$ cat config.mk
export PLATFORM = sky130hd
export DESIGN_NAME = fetch_ctrl
export DESIGN_NICKNAME = d
export VERILOG_FILES = /design/src/rtl/fetch_ctrl.sv
export SDC_FILE = /design/constraint.sdc
export NUM_CORES = 1
export LEC_CHECK = 0
export ABC_AREA = 1
export ABC_CLOCK_PERIOD_IN_PS = 2620
export BUFFER_PORTS_ARGS = -buffer_cell sky130_fd_sc_hd__buf_2
export CAP_MARGIN = 20
export CORE_ASPECT_RATIO = 1.25
export CORE_MARGIN = 2
export CORE_UTILIZATION = 45
export CTS_CLUSTER_SIZE = 24
export DETAILED_ROUTE_END_ITERATION = 16
export PLACE_DENSITY = 0.76
export SYNTH_ARGS = -nofsm -noshare
export SYNTH_HDL_FRONTEND = slang
export SYNTH_SLANG_ARGS = --single-unit
$ cat constraint.sdc
create_clock -name clk -period 2.62 [get_ports clk]
set_clock_uncertainty 0.05 [all_clocks]
set_input_delay 0.262 -clock clk [delete_from_list [all_inputs] [get_ports clk]]
set_output_delay 0.262 -clock clk [all_outputs]
set_load 0.1 [all_outputs]
$ cat src/rtl/fetch_ctrl.sv
// Instruction-fetch sequencer: owns the fetch PC, issues imem word reads and
// buffers returned words in a small FIFO handed to decode over valid/ready.
module fetch_ctrl #(
    parameter logic [31:0] RESET_PC  = 32'h0000_0000,
    parameter int          DEPTH     = 2,
    parameter int          MEM_WORDS = 51
) (
    input  logic        clk,
    input  logic        rst,
    input  logic        redirect_valid,
    input  logic [31:0] redirect_pc,
    input  logic        halt_req,
    output logic        imem_en,
    output logic [31:0] imem_addr,
    input  logic [31:0] imem_rdata,
    output logic        if_valid,
    input  logic        if_ready,
    output logic [31:0] if_pc,
    output logic [31:0] if_instr,
    output logic        if_oob,
    output logic        halted
);

    localparam int          PW        = $clog2(DEPTH);
    localparam int          CW        = PW + 1;
    localparam logic [31:0] OOB_LIMIT = 32'(4 * MEM_WORDS);
    localparam logic [31:0] NOP_INSTR = 32'h0000_0033;

    typedef enum logic {
        ST_RUN  = 1'b0,
        ST_HALT = 1'b1
    } state_t;

    state_t        state_r;
    logic [31:0]   fetch_pc_r;
    logic          inflight_r;
    logic [31:0]   inflight_pc_r;
    logic          inflight_oob_r;

    logic [31:0]   fifo_pc_r    [DEPTH];
    logic [31:0]   fifo_instr_r [DEPTH];
    logic          fifo_oob_r   [DEPTH];
    logic [PW-1:0] rd_ptr_r;
    logic [PW-1:0] wr_ptr_r;
    logic [CW-1:0] count_r;

    logic          pop_s;
    logic [CW:0]   occ_s;
    logic [CW:0]   cap_s;
    logic          room_s;
    logic          alloc_s;
    logic          oob_s;
    logic          unused_s;

    // A head popped this cycle frees its slot, so streaming sustains one word per cycle.
    assign pop_s    = (count_r != {CW{1'b0}}) && if_ready;
    assign occ_s    = {1'b0, count_r} + {{CW{1'b0}}, inflight_r};
    assign cap_s    = (CW + 1)'(DEPTH) + {{CW{1'b0}}, pop_s};
    assign room_s   = occ_s < cap_s;
    assign alloc_s  = !rst && !redirect_valid && (state_r == ST_RUN) && !halt_req && room_s;
    assign oob_s    = fetch_pc_r >= OOB_LIMIT;
    assign unused_s = ^redirect_pc[1:0];

    assign imem_en   = alloc_s && !oob_s;
    assign imem_addr = fetch_pc_r;
    assign if_valid  = count_r != {CW{1'b0}};
    assign if_pc     = fifo_pc_r[rd_ptr_r];
    assign if_instr  = fifo_instr_r[rd_ptr_r];
    assign if_oob    = fifo_oob_r[rd_ptr_r];
    assign halted    = (state_r == ST_HALT) && !inflight_r && (count_r == {CW{1'b0}});

    // Run/halt state, fetch PC and the single in-flight request slot
    always_ff @(posedge clk) begin
        if (rst) begin
            state_r        <= ST_RUN;
            fetch_pc_r     <= RESET_PC;
            inflight_r     <= 1'b0;
            inflight_pc_r  <= RESET_PC;
            inflight_oob_r <= 1'b0;
        end else begin
            case (state_r)
                ST_RUN:  if (halt_req)  state_r <= ST_HALT;
                ST_HALT: if (!halt_req) state_r <= ST_RUN;
                default: state_r <= ST_RUN;
            endcase
            if (redirect_valid) begin
                fetch_pc_r <= {redirect_pc[31:2], 2'b00};
                inflight_r <= 1'b0;
            end else begin
                if (alloc_s) fetch_pc_r <= fetch_pc_r + 32'd4;
                inflight_r     <= alloc_s;
                inflight_pc_r  <= fetch_pc_r;
                inflight_oob_r <= oob_s;
            end
        end
    end

    // Instruction FIFO: the in-flight response lands one cycle after issue
    always_ff @(posedge clk) begin
        if (rst) begin
            rd_ptr_r <= {PW{1'b0}};
            wr_ptr_r <= {PW{1'b0}};
            count_r  <= {CW{1'b0}};
            for (int i = 0; i < DEPTH; i++) begin
                fifo_pc_r[i]    <= 32'h0000_0000;
                fifo_instr_r[i] <= 32'h0000_0000;
                fifo_oob_r[i]   <= 1'b0;
            end
        end else if (redirect_valid) begin
            rd_ptr_r <= {PW{1'b0}};
            wr_ptr_r <= {PW{1'b0}};
            count_r  <= {CW{1'b0}};
        end else begin
            if (inflight_r) begin
                fifo_pc_r[wr_ptr_r]    <= inflight_pc_r;
                fifo_instr_r[wr_ptr_r] <= inflight_oob_r ? NOP_INSTR : imem_rdata;
                fifo_oob_r[wr_ptr_r]   <= inflight_oob_r;
                wr_ptr_r               <= wr_ptr_r + PW'(1);
            end
            if (pop_s) rd_ptr_r <= rd_ptr_r + PW'(1);
            case ({inflight_r, pop_s})
                2'b10:   count_r <= count_r + CW'(1);
                2'b01:   count_r <= count_r - CW'(1);
                default: count_r <= count_r;
            endcase
        end
    end

endmodule

# Word-level counts from Yosys, hierarchy flattened

Memory sizes are Yosys's and may differ from the RTL's. A register that Yosys moved wholly into a read port is not among the register bits.
Index checks and enable logic that the tools add are counted.

Latch bits: 0
Memory bits (writable): 130
Output and inout port bits: 100
Bits in registers: 71
Memories: 3
ROM bits: 0

Memory list:

| memory       | depth | bits a word | rd ports | clocked after Yosys merged registers in | write ports | line | text |
|---|---|---|---|---|---|---|---|
| fifo_instr_r | 2     | 32          | 1        | 1                                       | 2           | 41   | `logic [31:0] fifo_instr_r [DEPTH];` |
| fifo_pc_r    | 2     | 32          | 1        | 1                                       | 2           | 40   | `logic [31:0] fifo_pc_r [DEPTH];` |
| fifo_oob_r   | 2     | 1           | 1        | 1                                       | 2           | 42   | `logic fifo_oob_r [DEPTH];` |

Shift-type cells: 0
Equality and inequality tests: 2
$add $sub $neg: 7
Multiply operators: 0
Div/mod/pow operators: 0
Reduce and logical (&&, ||, !) cells: 21
$lt $le $gt $ge: 2
Bitwise operators: 1
Muxes and demuxes: 26

Operator list:

| kind                                                  | count |
|---|---|
| two-way mux 32 bit                                    | 5 |
| OR reduction 32 bit                                   | 2 |
| adder 32 x 3 -> 32 bit (second input constant)        | 1 |
| >= comparator 32 x 8 -> 1 bit (second input constant) | 1 |
| two-way mux 1 bit                                     | 20 |
| logical AND 1 bit                                     | 8 |
| nonzero test 2 bit                                    | 3 |
| logical NOT 1 bit                                     | 5 |
| one-hot mux 2 bit (2 select lines)                    | 1 |
| adder 2 x 1 -> 3 bit                                  | 1 |
| adder 2 x 1 -> 3 bit (first input constant)           | 1 |
| < comparator 3 bit                                    | 1 |
| adder 1 bit (second input constant)                   | 2 |
| adder 2 x 1 -> 2 bit (second input constant)          | 1 |
| equality test 2 x 1 -> 1 bit (second input constant)  | 1 |
| equality test 2 bit (second input constant)           | 1 |
| logical NOT 2 bit                                     | 1 |
| OR reduction 2 bit                                    | 1 |
| subtractor 2 x 1 -> 2 bit (second input constant)     | 1 |
| NOT 1 bit                                             | 1 |
| OR reduction 1 bit                                    | 1 |

# Longest topological paths before layout

Word-level depth: 7
Gate-level depth with buffers: 12

# Least setup slack after synthesis

Ideal clock, no wire load.

Kind: reg-to-output
Start point: register fetch_pc_r[2], in the netlist imem_addr[2]
End point: output port imem_en
Cell stages (with the launch flop): 5
Buffers on the path: 0
Arrival: 4.198 ns
Setup slack: -1.890 ns
Required time: 2.308 ns
Cells stage by stage: dfxtp_1 > ha_1 > inv_1 > a31oi_1 > nor4_1

Longest elaborated chain between the ends: 3

RTL lines:

| what                          | line | text |
|---|---|---|
| from (decl)                   | 35   | `logic [31:0] fetch_pc_r;` |
| from (signal assigned)        | 87   | `fetch_pc_r <= {redirect_pc[31:2], 2'b00};` |
| from (signal assigned)        | 90   | `if (alloc_s) fetch_pc_r <= fetch_pc_r + 32'd4;` |
| >= comparator 32 x 8 -> 1 bit | 61   | `assign oob_s = fetch_pc_r >= OOB_LIMIT;` |
| logical NOT 1 bit             | 64   | `assign imem_en = alloc_s && !oob_s;` |
| logical AND 1 bit             | 64   |  |
| to (decl)                     | 13   | `output logic imem_en,` |

Every way passes these cells.

# Final worst setup path

Start point: register inflight_r
End point: output port imem_en

Longest elaborated chain between the ends: 4

RTL lines:

| what                   | line | text |
|---|---|---|
| from (decl)            | 36   | `logic inflight_r;` |
| from (signal assigned) | 91   | `inflight_r <= alloc_s;` |
| adder 2 x 1 -> 3 bit   | 57   | `assign occ_s = {1'b0, count_r} + {{CW{1'b0}}, inflight_r};` |
| < comparator 3 bit     | 59   | `assign room_s = occ_s < cap_s;` |
| logical AND 1 bit      | 60   | `assign alloc_s = !rst && !redirect_valid && (state_r == ST_RUN) && !halt_req && room_s;` |
| logical AND 1 bit      | 64   |  |

Every way passes these cells.

==> metrics.sh <==
STATUS='finished, final reports clean'
CTSROOTBUFFERMASTER='sky130_fd_sc_hd__clkbuf_16'
COMB_POWER_SHARE_PCT=16.1
POSTROUTEANTENNANETS=0
POWER.SHARE.SEQUENTIAL_PCT=48.8
MET3ROUTEDLENGTH_MICRONS=1270
POWER.NET_SWITCHING_uW=2180
MAXSLEWHEADROOM_PCT=61.8
SHARE_OF_THE_SYNTHESIZED_AREA_IN_THE_TOP_CELL_TYPE_PCT=41.5
CTS_TREE='built'
YS_FF_LATCH=194
MOST_FREQUENT_CELL_AFTER_SYNTHESIS='sky130_fd_sc_hd__nand2_1'
MET1WIRELENGTH_MICRONS=8650
WORST-SETUP-PATH-TYPE='register to primary output'
VIAS_PER_INST=5.07
TIMING.CRITICAL_PATH.REQUIRED_PS=2310
H_TREE_DEPTH_REPORTED_BY_CTS=4
FP.DIEW_MICRONS=131
LAYOUT_WORST_PATH_CYCLE_SHARE_PCT=93.2
LARGEST_NET_DEGREE_AT_THE_START_OF_GLOBAL_ROUTING=64
VIAS=7057
TIGHTESTPINTRANSITION_PS=572
CTS_RESIZED=0
POWER_DENSITY_mW_PER_MM2=663
POST_SYNTH_INSTANCE_AREA_SQ_MM=0.00912
LAYOUT.NETS=1182
POWER_REPORT.INTERNAL_TOTAL_uW=4940
FINALHOLDVIOLATIONS=0
ROWS=58
DRC=0
LAYOUT.FILLER_CELLS=1809
MAX-VDD-IR-DROP_V=0.000452
HIGHEST_SIGNAL_LAYER='met4'
SYNTH_ASYNC_SR_FLOP_SHARE_PCT=0
CLK_PIN_SLEW_PS=70
SEQUENTIAL_CELL_AREA_SQ_MM=0.00515
CORE_SQ_MM=0.0200
MULTI_INPUT_AREA_SQ_MM=0.00330
POST_ROUTE_CELLS_DRIVE_ABOVE_1_SHARE_PCT=26.6
SYNTH_FLOP_CELL='sky130_fd_sc_hd__edfxtp_1'
YS_SEQ_AREA_SHARE_PCT=56.4
DRT_FIRST_ITER_VIOLATIONS=518
DIE_H_MICRONS=163
MAXCAPVIOLATIONS=0
IO-PIN-COUNT=169
SYNTHTOLAYOUTAREAGROWTH_PCT=17.8
NETLIST_TOP_CELLS_AREA='sky130_fd_sc_hd__edfxtp_1, sky130_fd_sc_hd__dfxtp_1, sky130_fd_sc_hd__mux2_2'
GLOBAL_ROUTE_WIRE_LENGTH_BEFORE_REPAIR_MICRONS=33600
NUM_ANTENNA_CELLS=0
LEAKAGE_uW=0.00444
YOSYS_WARNINGS=0
GRT_PASS1_VIAS=6759
CLOCK_SINK_COUNT=194
SYNTH-EDFF-COUNT=126
CLKLATENCYLATEPIN_PS=420
ANTENNA_FOUND_INITIAL=0
RSZ0062_AT_GRT='no'
YOSYS.CELL_TYPES.COUNT=40
FINAL_PERIOD_MINUS_WORST_SETUP_SLACK_PS=2440
CTS-HOLD-FIX-BUFFERS=0
POWER.SWITCHING_FRACTION_PCT=30.6
TIMING.CRITICAL_PATH.ARRIVAL_PS=2130
MAX_CLOCK_FREQ_MHz=410
TRITONCTS.NUM_BUFFERS=17
PORT_BUFFERS=162
ENDPOINTS_FAILING_SETUP=0
POST_SYNTH.CELL_AREA_AVG_SQ_UM=9.43
FIRSTDRTPASSITERS=7
WIRE_PER_INST_MICRONS=15.0
TYPE_OF_DESTINATION_OF_THE_CRITICAL_PATH='primary output'
FP.DIEAREA_SQ_MM=0.0214
FIN_TOTAL_PWR_uW=7120
CRITICAL_PATH_PEAK_FANOUT=7
DETAIL_ROUTE.WIRELENGTH_MICRONS=20800
FINAL_CELL_COUNT_NO_FILL=1392
CTS.PATH.MAX_BUFFERS=2
CTS_SETUP_BUFFERS=0
SYNTH.LARGEST_AREA_CELL='sky130_fd_sc_hd__edfxtp_1'
NUMPLACEDINSTANCES=1360
GP_CONGESTION=0.889
SYNTH.CELLS.MOST_FREQUENT='sky130_fd_sc_hd__nand2_1, sky130_fd_sc_hd__edfxtp_1, sky130_fd_sc_hd__nor2_1'
SYNTH_CELLS=967
ROUTED-WL-MET2_MICRONS=10500
START_UTIL_PCT=45.5
GLOBAL_ROUTE.OVERFLOW_TOTAL=0
TIMING_MAX_TRANSITION_VIOLATIONS_FINAL=0
HOLDCRITPATHCLASS='primary input to register'
CLKPWRFRAC_PCT=35.2
GROUTE.USAGE.OVERALL_PCT=19.8
SETUP.WORST_PATH.START_CLASS='register'
PLACE.DETAILED.HPWL_MICRONS=14300
worst max-delay path: stages (launching register included):
cell	delay [ps]
sky130_fd_sc_hd__dfxtp_1	360
sky130_fd_sc_hd__ha_1	210
sky130_fd_sc_hd__ha_1	180
sky130_fd_sc_hd__nor2_1	110
sky130_fd_sc_hd__nand2_2	80
sky130_fd_sc_hd__nor2_4	110
sky130_fd_sc_hd__nand2_4	140
sky130_fd_sc_hd__nor4_4	300
sky130_fd_sc_hd__buf_12	220
stage by stage:
step                      instance area [sq um]  setup TNS [ps]  worst slack, ps  hold WS (ps)  util, %
after floorplan                            9150            -107             -107           319        -
after global placement                    10200               0              545           382     50.8
after detailed placement                  10200               0              543           394     50.8
after CTS                                 10700               0              134          16.8     53.6
after global routing                      10700               0             35.8          46.5     53.6
final                                     10700               0              179          40.5     53.6
layout by cell type, fill, tap and decap left out, drive strengths merged, types with 2 or more instances in the layout:
cell,count
nand3,42
ha,4
nor2,130
conb,4
nand4,12
clkbuf,17
nand2,160
a21boi,5
mux2,63
dfxtp,68
a31oi,2
clkinvlp,2
clkinv,6
nor3,64
o21ai,38
a21oi,67
xnor2,3
inv,119
edfxtp,126
and2,2
o21bai,2
xor2,4
buf,176
cell families (layout without fill, tap and decap cells):
group	count (synthesis)	after routing	synth area share, %
AND/OR/NAND/NOR	411	411	19.9
flip-flops	194	194	56.4
buffers and inverters	169	321	7.82
AO/OA/AOI/OAI	117	117	6.73
multiplexers	64	64	7.89
XOR/XNOR	7	7	0.673
adder cells (fa/ha/maj)	4	4	0.549
other	1	4	0.0411
power by group through the flow:
stage          logic, uW  clock network [uW]  registers, uW
3_5_place_dp        1150                   0           3540
4_1_cts             1150                2570           3470
6_report            1140                2500           3470
5_1_grt             1210                2700           3490
2_1_floorplan        730                   0           3730
3_3_place_gp        1140                   0           3530
layer usage:
| metal | global-route usage [%] | up-vias |
|---|---|---|
| li1 | - | 3514 |
| met2 | 34.5 | 240 |
| met1 | 24.4 | 3272 |
| met5 | 0 | - |
| met4 | 7.21 | 0 |
| met3 | 4.07 | 31 |
path summary, 6_finish.rpt:
path	slack (ps)	to	depth (start not counted)	startpoint
setup / recovery	180	imem_en	8	inflight_r$_SDFF_PP0_
hold / removal	40	state_r$_SDFF_PP0_	3	halt_req
setup reg to reg	660	imem_addr[19]$_SDFFE_PP0P_	10	inflight_r$_SDFF_PP0_
hold reg to reg	410	register	1	rd_ptr_r$_SDFFE_PP0P_
area by class of cell:
class / count / area share (%)
clock buffers: 17 / 3.96
clock inverters: 15 / 1.34
inverters: 113 / 3.97
multi-input cells: 607 / 30.7
flip-flops and latches: 194 / 47.9
well taps: 270 / 3.15
repair buffers: 176 / 8.90
state kept, by name (all words and copies together) (netlist names), named ones only:
signal and count:
imem_addr 30, fifo_oob_r 2, inflight_pc_r 30, state_r 1, rd_ptr_r 1, fifo_instr_r 64
inflight_oob_r 1, count_r 2, wr_ptr_r 1, fifo_pc_r 60, inflight_r 1
No activity file was read; power rests on OpenSTA's default activity.
